--- src/rtl/hub75_rx.sv ---
// HUB75 bus receiver: rebuilds pixel writes, line commits and OE pulse widths
// from a HUB75 stream sampled on the system clock.
module hub75_rx #(
  parameter int unsigned WIDTH  = 64,
  parameter int unsigned PLANES = 6,
  parameter int unsigned OE_W   = 12
) (
  input  logic            clk_in,
  input  logic            reset_n,
  input  logic            hub_clk,
  input  logic            hub_lat,
  input  logic            hub_oe,
  input  logic [3:0]      hub_addr,
  input  logic [5:0]      hub_rgb,
  output logic            pix_valid,
  output logic [5:0]      pix_col,
  output logic [5:0]      pix_rgb,
  output logic            line_valid,
  output logic [3:0]      line_row,
  output logic [2:0]      line_plane,
  output logic [6:0]      line_count,
  output logic            line_err,
  output logic            oe_valid,
  output logic [OE_W-1:0] oe_width
);

  localparam int unsigned CW = 7;
  localparam int unsigned PW = 3;

  // [0]/[1] form the synchroniser, [2] is the edge-detect reference
  logic [2:0]      clk_sr, lat_sr, oe_sr;
  logic [3:0]      addr_s1, addr_s2;
  logic [5:0]      rgb_s1, rgb_s2;

  logic [CW-1:0]   col;
  logic            ovr;
  logic            row_valid;
  logic [OE_W-1:0] oe_cnt;

  logic            clk_rise, lat_rise, oe_fall;
  logic            pix_take, pix_ovr, ovr_eff, same_row;
  logic [CW-1:0]   col_eff, cnt_next;
  logic [PW-1:0]   plane_next;

  // Synchronise every HUB75 input through the same two-flop path
  always_ff @(posedge clk_in or negedge reset_n) begin
    if (!reset_n) begin
      clk_sr  <= '0;
      lat_sr  <= '0;
      oe_sr   <= '0;
      addr_s1 <= '0;
      addr_s2 <= '0;
      rgb_s1  <= '0;
      rgb_s2  <= '0;
    end else begin
      clk_sr  <= {clk_sr[1:0], hub_clk};
      lat_sr  <= {lat_sr[1:0], hub_lat};
      oe_sr   <= {oe_sr[1:0], hub_oe};
      addr_s1 <= hub_addr;
      addr_s2 <= addr_s1;
      rgb_s1  <= hub_rgb;
      rgb_s2  <= rgb_s1;
    end
  end

  // Edge detection and line bookkeeping; a pixel coinciding with a latch counts in that line
  always_comb begin
    clk_rise   = clk_sr[1] & ~clk_sr[2];
    lat_rise   = lat_sr[1] & ~lat_sr[2];
    oe_fall    = ~oe_sr[1] & oe_sr[2];
    pix_take   = clk_rise && (col < CW'(WIDTH));
    pix_ovr    = clk_rise && (col == CW'(WIDTH));
    col_eff    = col + CW'(pix_take);
    ovr_eff    = ovr | pix_ovr;
    cnt_next   = col_eff + CW'(ovr_eff);
    same_row   = row_valid && (addr_s2 == line_row);
    plane_next = '0;
    if (same_row && (line_plane != PW'(PLANES - 1))) begin
      plane_next = line_plane + PW'(1);
    end
  end

  // Pixel and line outputs plus the column counter
  always_ff @(posedge clk_in or negedge reset_n) begin
    if (!reset_n) begin
      pix_valid  <= 1'b0;
      pix_col    <= '0;
      pix_rgb    <= '0;
      line_valid <= 1'b0;
      line_row   <= '0;
      line_plane <= '0;
      line_count <= '0;
      line_err   <= 1'b0;
      col        <= '0;
      ovr        <= 1'b0;
      row_valid  <= 1'b0;
    end else begin
      pix_valid  <= 1'b0;
      line_valid <= 1'b0;
      if (pix_take) begin
        pix_valid <= 1'b1;
        pix_col   <= col[5:0];
        pix_rgb   <= rgb_s2;
      end
      if (lat_rise) begin
        line_valid <= 1'b1;
        line_row   <= addr_s2;
        line_plane <= plane_next;
        line_count <= cnt_next;
        line_err   <= (cnt_next != CW'(WIDTH));
        row_valid  <= 1'b1;
        col        <= '0;
        ovr        <= 1'b0;
      end else begin
        col <= col_eff;
        ovr <= ovr_eff;
      end
    end
  end

  // Output-enable pulse width measurement, saturating
  always_ff @(posedge clk_in or negedge reset_n) begin
    if (!reset_n) begin
      oe_cnt   <= '0;
      oe_valid <= 1'b0;
      oe_width <= '0;
    end else begin
      oe_valid <= 1'b0;
      if (oe_fall) begin
        oe_valid <= 1'b1;
        oe_width <= oe_cnt;
        oe_cnt   <= '0;
      end else if (oe_sr[1] && (oe_cnt != {OE_W{1'b1}})) begin
        oe_cnt <= oe_cnt + OE_W'(1);
      end
    end
  end

endmodule

--- config.mk ---
export PLATFORM = sky130hd
export DESIGN_NAME = hub75_rx
export DESIGN_NICKNAME = d
export VERILOG_FILES = /design/src/rtl/hub75_rx.sv
export SDC_FILE = /design/constraint.sdc
export NUM_CORES = 1
export LEC_CHECK = 0
export CAP_MARGIN = 40
export CORE_MARGIN = 1.5
export CORE_UTILIZATION = 25
export DETAILED_ROUTE_END_ITERATION = 8
export GPL_TIMING_DRIVEN = 0
export PLACE_DENSITY = 0.42
export SLEW_MARGIN = 25
export SYNTH_ARGS = -nofsm -noshare
export SYNTH_HDL_FRONTEND = slang
export SYNTH_SLANG_ARGS = --single-unit
--- constraint.sdc ---
create_clock -name clk_in -period 3.5 [get_ports clk_in]
set_input_delay 0.525 -clock clk_in [delete_from_list [all_inputs] [get_ports clk_in]]
set_output_delay 0.525 -clock clk_in [all_outputs]
set_load 0.1 [all_outputs]
==> metrics.cfg <==
[critical_path]
required_ns=3.73
r2r_cells=11
cp_cell_sequence=nor2b_1 > nor2b_1 > buf_2 > ha_1 > ha_1 > nor2b_1 > a21oi_2 > o22ai_2 > a31oi_1 > xnor2_1 > mux2_2
path_max_fanout=11
worst-setup-path-type=reg -> reg
start_kind=flip-flop
timing.rr.end=line_count[6]
crit_path_end=line_count[6]
arrival_ns=3.16
path_delay_family=simple AND/OR/NAND/NOR gates
crit_slowest_cell=dfrtp_1
cp.buffers_inverters=1
r2r_setup_slack_ns=0.57
critPathCaptureType=flip-flop
crit_top_cell=nor2b_1
reg2reg_from=clk_sr[1]
cpPeakStageDelay_ns=0.34
path_depth=11
crit_start=clk_sr[1]

[routing]
dr.first_iter.drc_count=99
avgRoutedWirePerCell_um=12.3
antenna_left=0
viasPerCell=4.19
vias=2541
wl_um=7480
drc=0
dr.pass1.iters=4

[power]
peakVddDrop_v=0.000311
p_total_w=0.00285
clkPwrFrac_pct=32.1
p_switching_w=0.000923
seqPwrFrac_pct=41.8
p_leak_nw=2.43
power_frac_comb_pct=26.1
p_per_area_nw_per_um2=531
swShare_pct=32.3
internal_power_w=0.00193

[yosys]
synth_edf_count=0
yosysWarnings=0
ys_types=42
synth_top_cell_area_share_pct=63.2
syn-num-nets=335
ys_seq_elements=92
yosysSeqAreaShare_pct=63.2
synth_ff_type=dfrtp_1
synth_area_um2=3640
syn_avg_cell_area_um2=11.6
async_flop_share_pct=100
synth.area.top_cells=dfrtp_1 (63%), nand2_1 (7.4%), mux2_2 (4.3%), xor2_1 (3.1%), o21ai_0 (2.5%)
synth_top_cell_by_area=dfrtp_1
synthCells=313

[timing]
fin_crit_ns=2.93
finalMaxSlewViolations=0
tightest_slew_ns=0.523
hold_viol_final=0
tns_ns=0
finalSetupViolations=0
fin_crit_sh_pct=83.6
relSlewSlack_pct=65.1
rsz0062_at_grt=false
max_freq_mhz=342
skew_ns=0.00540

[global_route]
grt_pass1_vias=2608
met2_usage_pct=17.3
grt_usage_pct=11.3
grtUsageMet3_pct=3.80
grt_max_degree=48
met1_usage_pct=13.8
overflow=0
grt_pass1_wl_um=12900
grt.busiest_layer=met2
antenna_found_initial=0

[job]
maxCapViolCount=0

[clocking]
root_buffer=clkbuf_16
cts_setup_buffers=0
holdBufCountCts=0
cts_buffers=9
clockBufferDepth=2
htreeDepth=3
cts_sinks=92
cts_tree=done
clk_pin_slew_worst_paths_ns=0.06
insertion_delay_ns=0.35
cts_resized=0

[floorplan]
die_y_um=124
io_pins=57
initial_core_util_pct=25.9
core-area_um2=14000
die_area_um2=15300
std_cell_rows=43
die_w_um=124

[place]
dpl.hpwl_um=5310
portBuffers=56
gp_congestion=0.791

[cells_and_area]
drive_gt1_share_pct=19.9
area_growth_pct=47.5
layout.nets=445
n_antenna_cell=0

[min_path]
holdCritPathClass=in -> async

[outcome]
status=finished clean

layout by cell type, fill, tap and decap left out, types with 3 or more instances in the layout:
cell type and count:
inv_1 7, buf_8 41, a31oi_1 3, clkbuf_16 9
a21oi_1 4, buf_2 3, nor2b_1 4, xnor2_1 4
clkbuf_1 8, nand3_1 7, nand2_1 72, xor2_1 13
nand2b_1 5, clkdlybuf4s50_1 55, mux2_2 14, and2_1 4
o21ai_0 18, dfrtp_1 92, nor3_1 4, nor2_1 17
ha_1 7
flip-flops by register name, summed over array words and instances (netlist names):
name        cells
row_valid       1
pix_col         6
addr_s1         4
line_row        4
pix_rgb         6
oe_sr           3
ovr             1
line_plane      3
pix_valid       1
oe_width       12
oe_cnt         12
line_count      7
col             7
line_err        1
rgb_s1          6
lat_sr          3
clk_sr          3
oe_valid        1
addr_s2         4
rgb_s2          6
line_valid      1
Yosys cell counts (2+ instances only):
library cell  instances
ha_1                  7
nand2_1              72
nor2b_1               4
a31oi_1               3
buf_2                 3
nand2b_1              5
and3_1                2
a21oi_1               4
nand3_2               2
nor3_1                4
nor3_2                2
inv_1                 7
buf_1                 2
nand3_1               7
mux2i_1               2
xor2_1               13
o21ai_0              18
mux2_2               14
o211ai_1              2
nor2_1               17
and2_1                4
xnor2_1               4
dfrtp_1              92
clkbuf_1              5
cell type report:
| type | instances | area (um^2) |
|---|---|---|
| sequential | 92 | 2300 |
| buffer | 11 | 52.6 |
| multi-input combinational | 203 | 1260 |
| clock buffer | 14 | 264 |
| tap | 180 | 225 |
| timing repair buffer | 99 | 1230 |
| fill | 1356 | 8670 |
| clock inverter | 1 | 7.51 |
| inverter | 7 | 26.3 |
stage by stage:
step | setup WS, ns | hold WS (ns) | area, um^2 | util, % | cells
after global routing | 0.136 | 0.136 | 5370 | 38.3 | 607
after floorplan | 0.979 | 0.229 | 3640 | - | 313
final | 0.574 | 0.0912 | 5370 | 38.3 | 607
after global placement | -1.70 | 0.333 | 4430 | 31.5 | 549
after CTS | 0.506 | 0.117 | 5370 | 38.3 | 607
after detailed placement | 0.497 | 0.336 | 5100 | 36.3 | 592
kinds of logic (layout without fill, tap and decap cells):
| logic type | after synthesis | after routing | share of synthesized area [%] |
|---|---|---|---|
| and+or+nand+nor | 125 | 125 | 15.9 |
| DFF | 92 | 92 | 63.2 |
| AOI/OAI and AO/OA | 38 | 38 | 7.35 |
| buffers and inverters | 18 | 132 | 2.16 |
| xor gates and xnor gates | 17 | 17 | 4.09 |
| muxes | 16 | 16 | 4.88 |
| adders and majority gates | 7 | 7 | 2.40 |
power by group through the flow:
stage / Clock [W] / Sequential (W) / Combinational (W)
2_1_floorplan: 0 / 0.00153 / 0.000110
3_3_place_gp: 0 / 0.00121 / 0.000596
3_5_place_dp: 0 / 0.00121 / 0.000752
4_1_cts: 0.000950 / 0.00119 / 0.000754
5_1_grt: 0.000990 / 0.00120 / 0.000788
6_report: 0.000917 / 0.00119 / 0.000745
how the worst min path moves through the flow:
stage / to / start / slack [ns] / cells past startpoint
floorplan: addr_s1[0] / reset_n / 0.23 / 0
global placement: oe_sr[1] / oe_sr[0] / 0.33 / 0
detailed placement: addr_s2[1] / addr_s1[1] / 0.34 / 0
CTS: line_plane[0] / reset_n / 0.12 / 1
global route: line_plane[0] / reset_n / 0.14 / 1
finish: line_plane[0] / reset_n / 0.09 / 1
routing by layer:
metal	routed length [um]	part of all wire [%]
met5	0	0
met4	194	2.6
met3	328	4.4
met2	3550	47
met1	3410	46
worst register-to-register path: stages (launching register included):
cell and delay (ns):
dfrtp_1 0.34, nor2b_1 0.17, nor2b_1 0.31, buf_2 0.33, ha_1 0.27, ha_1 0.28
nor2b_1 0.19, a21oi_2 0.06, o22ai_2 0.27, a31oi_1 0.14, xnor2_1 0.18, mux2_2 0.27
(Power assumes the default switching activity.)
